## src/rtl/instr_fetch_unit_pkg.sv

```systemverilog
// Shared fetch-path definitions: FSM encodings and default datapath widths
// (the widths are also used by pc_counter).
package instr_fetch_unit_pkg;

  localparam int unsigned PC_WIDTH_DEF    = 32;
  localparam int unsigned INSTR_WIDTH_DEF = 32;

  typedef enum logic [1:0] {
    ST_IDLE = 2'd0,
    ST_REQ  = 2'd1,
    ST_WAIT = 2'd2,
    ST_DROP = 2'd3
  } fetch_state_e;

endpackage

```

## src/rtl/fetch_fifo.sv

```systemverilog
// Small register FIFO holding fetched {pc, instr} pairs; flush empties it
// and takes priority over push and pop.
module fetch_fifo #(
  parameter  int unsigned WIDTH = 64,
  parameter  int unsigned DEPTH = 2,
  localparam int unsigned CW    = $clog2(DEPTH + 1)
) (
  input  logic             clk,
  input  logic             rst_n,
  input  logic             push,
  input  logic [WIDTH-1:0] push_data,
  input  logic             pop,
  input  logic             flush,
  output logic [WIDTH-1:0] head_data,
  output logic [CW-1:0]    count,
  output logic             empty,
  output logic             full
);

  localparam int unsigned PW = $clog2(DEPTH);

  logic [WIDTH-1:0] mem_r [DEPTH];
  logic [PW-1:0]    wr_ptr_r;
  logic [PW-1:0]    rd_ptr_r;
  logic [CW-1:0]    count_r;
  logic             push_s;
  logic             pop_s;

  assign empty     = (count_r == {CW{1'b0}});
  assign full      = (count_r == CW'(DEPTH));
  assign count     = count_r;
  assign head_data = mem_r[rd_ptr_r];
  assign push_s    = push && !full;
  assign pop_s     = pop && !empty;

  // Pointer and occupancy bookkeeping; pointers wrap naturally at DEPTH.
  always_ff @(posedge clk or negedge rst_n) begin
    if (!rst_n) begin
      wr_ptr_r <= {PW{1'b0}};
      rd_ptr_r <= {PW{1'b0}};
      count_r  <= {CW{1'b0}};
    end else if (flush) begin
      wr_ptr_r <= {PW{1'b0}};
      rd_ptr_r <= {PW{1'b0}};
      count_r  <= {CW{1'b0}};
    end else begin
      if (push_s) wr_ptr_r <= wr_ptr_r + PW'(1'b1);
      if (pop_s)  rd_ptr_r <= rd_ptr_r + PW'(1'b1);
      case ({push_s, pop_s})
        2'b10:   count_r <= count_r + CW'(1'b1);
        2'b01:   count_r <= count_r - CW'(1'b1);
        default: count_r <= count_r;
      endcase
    end
  end

  // Entry storage.
  always_ff @(posedge clk or negedge rst_n) begin
    if (!rst_n) begin
      for (int i = 0; i < int'(DEPTH); i++) mem_r[i] <= {WIDTH{1'b0}};
    end else if (push_s && !flush) begin
      mem_r[wr_ptr_r] <= push_data;
    end
  end

endmodule

```

## src/rtl/instr_fetch_unit_chk.sv

```systemverilog
// Simulation-side protocol checks for the fetch unit: unexpected memory
// responses and FIFO overflow.
module instr_fetch_unit_chk (
  input logic clk,
  input logic rst_n,
  input logic req_fire,
  input logic rsp_valid,
  input logic rsp_expected,
  input logic push,
  input logic full
);

  logic seen_req_r;

  // Responses left over from before a reset are tolerated until a new request goes out.
  always_ff @(posedge clk or negedge rst_n) begin
    if (!rst_n) seen_req_r <= 1'b0;
    else if (req_fire) seen_req_r <= 1'b1;
  end

  // Protocol checks sampled on the active edge.
  always_ff @(posedge clk) begin
    if (rst_n) begin
      assert (!(seen_req_r && rsp_valid && !rsp_expected))
        else $error("imem response with no request outstanding");
      assert (!(push && full))
        else $error("fetch fifo push while full");
    end
  end

endmodule

```

## src/rtl/instr_fetch_unit.sv

```systemverilog
// Instruction fetch unit: accepts PCs, issues one outstanding memory read at
// a time, buffers results for decode, and drops wrong-path work on redirect.
module instr_fetch_unit
  import instr_fetch_unit_pkg::*;
#(
  parameter int unsigned PC_WIDTH    = PC_WIDTH_DEF,
  parameter int unsigned INSTR_WIDTH = INSTR_WIDTH_DEF,
  parameter int unsigned FIFO_DEPTH  = 2
) (
  input  logic                   clk,
  input  logic                   rst_n,
  input  logic [PC_WIDTH-1:0]    pc_in,
  input  logic                   pc_valid,
  output logic                   pc_ready,
  input  logic                   redirect,
  output logic                   imem_req_valid,
  input  logic                   imem_req_ready,
  output logic [PC_WIDTH-1:0]    imem_req_addr,
  input  logic                   imem_rsp_valid,
  input  logic [INSTR_WIDTH-1:0] imem_rsp_data,
  output logic                   dec_valid,
  input  logic                   dec_ready,
  output logic [INSTR_WIDTH-1:0] dec_instr,
  output logic [PC_WIDTH-1:0]    dec_pc
);

  localparam int unsigned EW = PC_WIDTH + INSTR_WIDTH;
  localparam int unsigned CW = $clog2(FIFO_DEPTH + 1);

  fetch_state_e        state_r;
  fetch_state_e        state_nx_s;
  logic [PC_WIDTH-1:0] addr_r;
  logic                flush_pend_r;
  logic                flush_pend_nx_s;
  logic                ready_en_r;
  logic                accept_s;
  logic                push_s;
  logic [EW-1:0]       head_s;
  logic [CW-1:0]       fifo_count_s;
  logic                fifo_empty_s;
  logic                fifo_full_s;

  // Next state, PC acceptance and FIFO push decisions.
  always_comb begin
    state_nx_s      = state_r;
    flush_pend_nx_s = flush_pend_r;
    pc_ready        = 1'b0;
    accept_s        = 1'b0;
    push_s          = 1'b0;
    case (state_r)
      ST_IDLE: begin
        // A slot must be free before a PC is taken, so the later push cannot overflow.
        pc_ready = ready_en_r && !redirect && (fifo_count_s < CW'(FIFO_DEPTH));
        accept_s = pc_valid && pc_ready;
        if (accept_s) state_nx_s = ST_REQ;
        else state_nx_s = ST_IDLE;
      end
      ST_REQ: begin
        if (imem_req_ready) begin
          state_nx_s      = (redirect || flush_pend_r) ? ST_DROP : ST_WAIT;
          flush_pend_nx_s = 1'b0;
        end else begin
          flush_pend_nx_s = flush_pend_r || redirect;
        end
      end
      ST_WAIT: begin
        if (imem_rsp_valid) begin
          push_s     = !redirect;
          state_nx_s = ST_IDLE;
        end else if (redirect) begin
          state_nx_s = ST_DROP;
        end else begin
          state_nx_s = ST_WAIT;
        end
      end
      ST_DROP: begin
        if (imem_rsp_valid) state_nx_s = ST_IDLE;
        else state_nx_s = ST_DROP;
      end
      default: begin
        state_nx_s      = ST_IDLE;
        flush_pend_nx_s = 1'b0;
      end
    endcase
  end

  // FSM, request address and sticky flush registers.
  always_ff @(posedge clk or negedge rst_n) begin
    if (!rst_n) begin
      state_r      <= ST_IDLE;
      addr_r       <= {PC_WIDTH{1'b0}};
      flush_pend_r <= 1'b0;
      ready_en_r   <= 1'b0;
    end else begin
      state_r      <= state_nx_s;
      flush_pend_r <= flush_pend_nx_s;
      ready_en_r   <= 1'b1;
      if (accept_s) addr_r <= pc_in;
    end
  end

  assign imem_req_valid = (state_r == ST_REQ);
  assign imem_req_addr  = addr_r;
  assign dec_valid      = !fifo_empty_s;
  assign dec_pc         = head_s[EW-1:INSTR_WIDTH];
  assign dec_instr      = head_s[INSTR_WIDTH-1:0];

  fetch_fifo #(
    .WIDTH (EW),
    .DEPTH (FIFO_DEPTH)
  ) u_fifo (
    .clk       (clk),
    .rst_n     (rst_n),
    .push      (push_s),
    .push_data ({addr_r, imem_rsp_data}),
    .pop       (dec_ready),
    .flush     (redirect),
    .head_data (head_s),
    .count     (fifo_count_s),
    .empty     (fifo_empty_s),
    .full      (fifo_full_s)
  );

  instr_fetch_unit_chk u_chk (
    .clk          (clk),
    .rst_n        (rst_n),
    .req_fire     (imem_req_valid && imem_req_ready),
    .rsp_valid    (imem_rsp_valid),
    .rsp_expected ((state_r == ST_WAIT) || (state_r == ST_DROP)),
    .push         (push_s),
    .full         (fifo_full_s)
  );

endmodule

```

## config.mk

```make
export PLATFORM = sky130hd
export DESIGN_NAME = instr_fetch_unit
export DESIGN_NICKNAME = d
export VERILOG_FILES = /design/src/rtl/instr_fetch_unit_pkg.sv /design/src/rtl/fetch_fifo.sv /design/src/rtl/instr_fetch_unit_chk.sv /design/src/rtl/instr_fetch_unit.sv
export SDC_FILE = /design/constraint.sdc
export NUM_CORES = 1
export LEC_CHECK = 0
export ABC_AREA = 1
export CORE_AREA = 2 2 115 145
export CTS_BUF_LIST = sky130_fd_sc_hd__clkbuf_8
export DETAILED_ROUTE_END_ITERATION = 16
export DIE_AREA = 0 0 117 147
export GPL_TIMING_DRIVEN = 0
export PLACE_DENSITY_LB_ADDON = 0.05
export SLEW_MARGIN = 25
export SYNTH_ARGS = -nofsm -noshare
export SYNTH_HDL_FRONTEND = slang
export SYNTH_SLANG_ARGS = --single-unit
```

## constraint.sdc

```tcl
create_clock -name clk -period 1.35 [get_ports clk]
set_input_delay 0.135 -clock clk [delete_from_list [all_inputs] [get_ports clk]]
set_output_delay 0.135 -clock clk [all_outputs]
set_load 0.05 [all_outputs]
```

==> impl_metrics.tcl, run 1 <==
set metrics [dict create \
    worst_slack_ns -0.4345 \
    powerDensity_nw_per_um2 2374 \
    ys_seq_area_share_pct 57.55 \
    worstSetupPathType "register to primary output" \
    drt-vias-per-instance 5.152 \
    irDropWorstVdd_mv 1.595 \
    clock-sinks 168 \
    leakagePower_nw 6.173 \
    rsz0062_at_grt "yes" \
    final-instance-count-excl-fill 1322 \
    syn_nets 917 \
    hpwl_um 13540 \
    ys_types 20 \
    fillCellCount 990 \
    num-nets-final 1165 \
    die_area_um2 17200 \
    max_stage_delay_ns 0.41 \
    cts_tree "yes" \
    cp_top_family "buffers and inverters" \
    drv_cap 0 \
    antenna_found_initial 0 \
    worstSetupStartpointType "register" \
    r2r_cells 8 \
    min_period_ns 1.784 \
    multi_input_area_um2 3715 \
    timing.final.max_slew_violations 0 \
    core_area_um2 15940 \
    synth-xor-area-share_pct 0 \
    cts-buffers-inserted 17 \
    synth_fa_ha_area_share_pct 0 \
    area_growth_pct 74.26 \
    drive_gt1_share_pct 53.25 \
    synth-simple-area-share_pct 20.32 \
    total_power_mw 30.22 \
    avgSynthCellArea_um2 8.634 \
    dieWidth_um 117 \
    finClkSkew_ns 0.008619 \
    worst-path-buf-inv 4 \
    required_ns 1.22 \
    first_global_vias 6346 \
    num_rows 52 \
    antenna_left 0 \
    detailroute.via_count 6811 \
    drc 0 \
    cp_slowest_cell "dfrtp_1" \
    final_core_util_pct 79.85 \
    diodes 0 \
    wl_per_cell_um 19.12 \
    die_y_um 147 \
    grt_pass1_wl_um 32640 \
    gp_congestion 0.8209 \
    htreeDepth 4 \
    dp_slack_ns -1.293 \
    synth_top_cell_area_share_pct 57.55 \
    seqCellArea_um2 4204 \
    end_kind "primary output" \
    drt_iter0_drc 369 \
    worstSkewPairLatency_ns 0.46 \
    cp_max_fo 9 \
    initial_utilization_pct 45.82 \
    syn_area_um2 7305 \
    violations "setup timing" \
    placedCellCount 1232 \
    status "complete, but fails checks" \
    synthMuxAreaShare_pct 0 \
    worstMarginPinSlew_ns 0.6041 \
    syn_inst 846 \
    setup_viol 230 \
    timing.rr.start "u_fifo.count[0]" \
    hp-class "input port to async pin" \
    synth_compound_area_share_pct 14.18 \
    yosysTopAreaCell "dfrtp_1" \
    final_cell_mix "dfrtp_1, nand2_1, nand2_2, o21ai_2, inv_1" \
    rrSetupSlack_ns -0.34 \
    io_buffers 169 \
    arrival_ns 1.65 \
    grt_overflow 0 \
    reg2reg_to "u_fifo.mem_r[96]" \
    path_common_cell "clkbuf_16" \
    cp_cell_sequence "inv_2 -> clkbuf_16 -> clkbuf_16 -> nand2_1 -> nand2_2 -> buf_8" \
    track_usage_pct 24.96 \
    clock.fmax_ghz 0.5604 \
    layout_commonest_cell "dfrtp_1" \
    ys.warnings.count 0 \
    firstDrtPassIters 5 \
    relSlewSlack_pct 59.73 \
    fin_hold_ws_ns 0.2310 \
    num_io_pins 170 \
    cts-root-buf "clkbuf_8" \
    ys_ff_latch 168 \
    timing.final.crit_share_pct 132.2 \
    synthTopCellsByArea "dfrtp_1, nand2_1, o21ai_2" \
    hold_viol 0 \
    synth_top_family_by_area "simple AND/OR/NAND/NOR gates" \
    grt_max_degree 93 \
    cts.path.max_buffers 2 \
    wirelength_um 25270 \
    cts.clk_slew.worst_paths_ns 0.09 \
]
-- stage by stage --
step | area [um^2] | TNS [ns]
floorplan | 7572 | -5.722
detailed placement | 9567 | -143.28
finish | 12730 | -62.64
global placement | 9534 | -1299.17
CTS | 10820 | -42.30
global route | 12730 | -76.55
-- power by group --
group          switching [mW]  internal [mW]  total (mW)  leakage, nW
clock network            1.83           1.81        3.64        0.208
registers                1.62           7.12        8.74         2.11
logic                    10.9           6.99        17.8         3.85
total                    14.3           15.9        30.2         6.17
-- repair_timing --
action,in CTS,in global routing
endpoints found under the hold margin,76,0
pin swaps,3,12
setup buffers,11,15
gates cloned,4,31
gates resized for setup,753,375
setup endpoints to repair,247,257
hold buffers,1,0
-- layout make-up --
class / instances / share of cell area [%]
well taps: 216 / 2.123
multi-input cells: 555 / 29.18
inverters: 74 / 2.182
repair buffers: 231 / 23.65
flip-flops and latches: 168 / 33.03
clock buffers: 21 / 2.271
clock inverters: 10 / 0.7962
plain buffers: 47 / 6.763
-- worst max path at each step --
stage	from	end	depth (start not counted)
4_1_cts	u_fifo.rd_ptr_r	dec_pc[23]	6
3_3_place_gp	rst_n	u_fifo.mem_r[49]	1
5_1_grt	u_fifo.rd_ptr_r	dec_pc[18]	6
3_5_place_dp	u_fifo.rd_ptr_r	dec_pc[26]	6
2_1_floorplan	state_r[1]	imem_req_addr[24]	8
6_report	u_fifo.rd_ptr_r	dec_pc[18]	6
-- per-layer routing --
metal / wire [um] / global-route usage, % / up-vias
met1: 9779 / 32.09 / 3372
met3: 1352 / 5.446 / 51
met4: 575 / 7.647 / 0
li1: - / - / 3150
met5: 0 / 0 / -
met2: 13560 / 42.02 / 238
-- flip-flops by register name (all words and copies together), names as in the netlist --
signal,flops
imem_req_addr,32
u_fifo.wr_ptr_r,1
u_fifo.rd_ptr_r,1
ready_en_r,1
flush_pend_r,1
u_fifo.count,2
u_fifo.mem_r,128
state_r,2
-- Yosys cell counts --
cell type	n
nand3_1	5
a21oi_1	33
conb_1	1
or2_4	1
dfrtp_1	168
buf_2	14
inv_1	72
clkbuf_1	18
nand3_2	1
nor2_1	39
inv_2	2
o21ai_2	54
buf_1	4
nand4_1	3
nand2_1	338
o21ai_1	14
o21a_1	1
nand2_2	1
buf_6	13
o21ai_0	64
-- cell families after synthesis --
kind of cell	Yosys count
simple gates	388
flops	168
compound gates	166
buf+inv	123
other cells	1
(Power assumes the default switching activity.)
==> run 2: changes to the inputs <==
Settings changed: CORE_AREA 2 2 115 145 to 2 2 124 157, DIE_AREA 0 0 117 147 to 0 0 126 159, MAX_ROUTING_LAYER set to met4.
==> run 2 against run 1 <==
The flow still finishes with violations (setup timing). Sequential share of layout area shrank 0.45 points. Design area grew 1.4%. Count of clock-buffer cells in the layout shrank 1. First-iteration DRC count shrank 17%. Global-route usage shrank 0.65 points. Cell count grew 1.4%. Utilization shrank 10 points. Largest cell class unchanged. Combinational power is essentially flat.
==> impl_metrics.tcl, run 2 (synthesized netlist as in run 1, its figures left out) <==
set metrics [dict create \
    status "complete, but fails checks" \
    violations "setup timing" \
    timing.final.max_slew_violations 0 \
    grt_overflow 0 \
    required_ns 1.22 \
    num_rows 56 \
    met2_length_um 12780 \
    total_power_mw 30.71 \
    htreeDepth 4 \
    wirelength_um 24360 \
    first_global_vias 6636 \
    clock-sinks 168 \
    placed_area_um2 9614 \
    detailroute.via_count 6581 \
    cts.clk_slew.worst_paths_ns 0.09 \
    drive_gt1_share_pct 55.87 \
    finClkSkew_ns 0.01444 \
    largest_register_ff_count 128 \
    grt_max_degree 89 \
    die_area_um2 20030 \
    grt_pass1_wl_um 36670 \
    cp_slowest_cell "dfrtp_1" \
    cp_top_family "buffers and inverters" \
    end_kind "primary output" \
    die_y_um 159 \
    met3_length_um 1101 \
    num-nets-final 1167 \
    topRoutingLayerUsed "met4" \
    cts-buffers-inserted 17 \
    drv_cap 0 \
    arrival_ns 1.66 \
    io_buffers 169 \
    worstSetupPathType "register to primary output" \
    leakagePower_nw 6.171 \
    powerDensity_nw_per_um2 2380 \
    area_growth_pct 76.64 \
    num_io_pins 170 \
    hold_viol 0 \
    worstSetupStartpointType "register" \
    hpwl_um 14040 \
    worstSkewPairLatency_ns 0.46 \
    hp-class "input port to register" \
    clock.fmax_ghz 0.5569 \
    regMostFlops "u_fifo.mem_r" \
    placedCellCount 1249 \
    dieWidth_um 126 \
    final-instance-count-excl-fill 1341 \
    worst-path-buf-inv 4 \
    core_area_um2 18500 \
    drt_iter0_drc 306 \
    stdcell_area_um2 12900 \
    final_cell_mix "dfrtp_1, nand2_1, nand2_2, nand2_4, o21ai_2" \
    cts-root-buf "clkbuf_8" \
    max_stage_delay_ns 0.40 \
    rsz0062_at_grt "yes" \
    cp_cell_sequence "inv_2 -> clkbuf_16 -> clkbuf_16 -> nand2_1 -> nand2_2 -> buf_8" \
    firstDrtPassIters 4 \
    wl_met1_um 10000 \
    cts.path.max_buffers 2 \
    wl_per_cell_um 18.17 \
    worst_slack_ns -0.4455 \
    drc 0 \
    min_period_ns 1.796 \
    setup_viol 225 \
    drt-vias-per-instance 4.908 \
    irDropWorstVdd_mv 1.370 \
    timing.final.crit_share_pct 133.0 \
    gp_congestion 0.8011 \
    cts_tree "yes" \
    antenna_left 0 \
    track_usage_pct 24.31 \
    antenna_found_initial 1 \
    layout_commonest_cell "dfrtp_1" \
    path_common_cell "clkbuf_16" \
    initial_utilization_pct 39.49 \
    cp_max_fo 8 \
]
==> run 2: metal layers <==
layer,global-route usage [%],vias to the layer above
met3,4.536,32
met4,7.193,0
met5,-,-
li1,-,3153
met2,40.37,160
met1,30.34,3236
==> run 2: stage by stage <==
stage               hold slack, ns  utilization, %   TNS, ns  setup WS [ns]
detailed placement          0.1850           51.98   -153.92         -1.335
CTS                         0.2146           62.93    -49.14        -0.4430
finish                      0.2477           69.75    -57.70        -0.4455
floorplan                  -0.1606               -    -5.722        -0.1474
global route                0.2471           69.75    -68.08        -0.4927
global placement            0.4652           51.65  -1356.04         -7.173
==> run 2: where the power goes <==
part | internal [mW] | switching (mW) | total, mW
Combinational | 7.16 | 10.9 | 18.0
Clock | 1.94 | 1.82 | 3.76
Sequential | 7.12 | 1.81 | 8.92
Total | 16.2 | 14.5 | 30.7
==> run 2: what timing repair did <==
action / in CTS / in global routing
gates resized for setup: 938 / 324
hold buffers: 1 / 0
setup buffers: 28 / 12
pin swaps: 29 / 31
gates cloned: 19 / 8
hold endpoints to repair: 87 / 0
setup endpoints to repair: 261 / 239
==> run 2: path summary, 6_finish.rpt <==
kind	slack (ns)	startpoint	cells after the start	end
worst max register to register	-0.30	state_r[1]	10	u_fifo.mem_r[0]
worst min-delay path	0.25	imem_rsp_data[29]	3	u_fifo.mem_r[93]
max in group asynchronous	0.30	rst_n	4	u_fifo.mem_r[120]
min in group asynchronous	0.28	rst_n	3	u_fifo.mem_r[92]
worst max-delay path	-0.45	u_fifo.rd_ptr_r	6	dec_pc[7]
worst min register to register	0.48	u_fifo.mem_r[34]	2	u_fifo.mem_r[34]
==> run 2: area by class of cell <==
class                   instances  area [um^2]
diodes                          1        2.502
plain buffers                  45        790.8
clock buffers                  20        275.3
clock inverters                11        131.4
fillers                      1422         5595
inverters                      74        282.8
multi-input cells             555         4039
flip-flops and latches        168         4204
well taps                     232        290.3
repair buffers                235         2887
==> run 2: worst min-delay path, delay by kind of cell <==
family	cells	cell delay, ns
buf+inv	2	0.48
compound gates	1	0.06
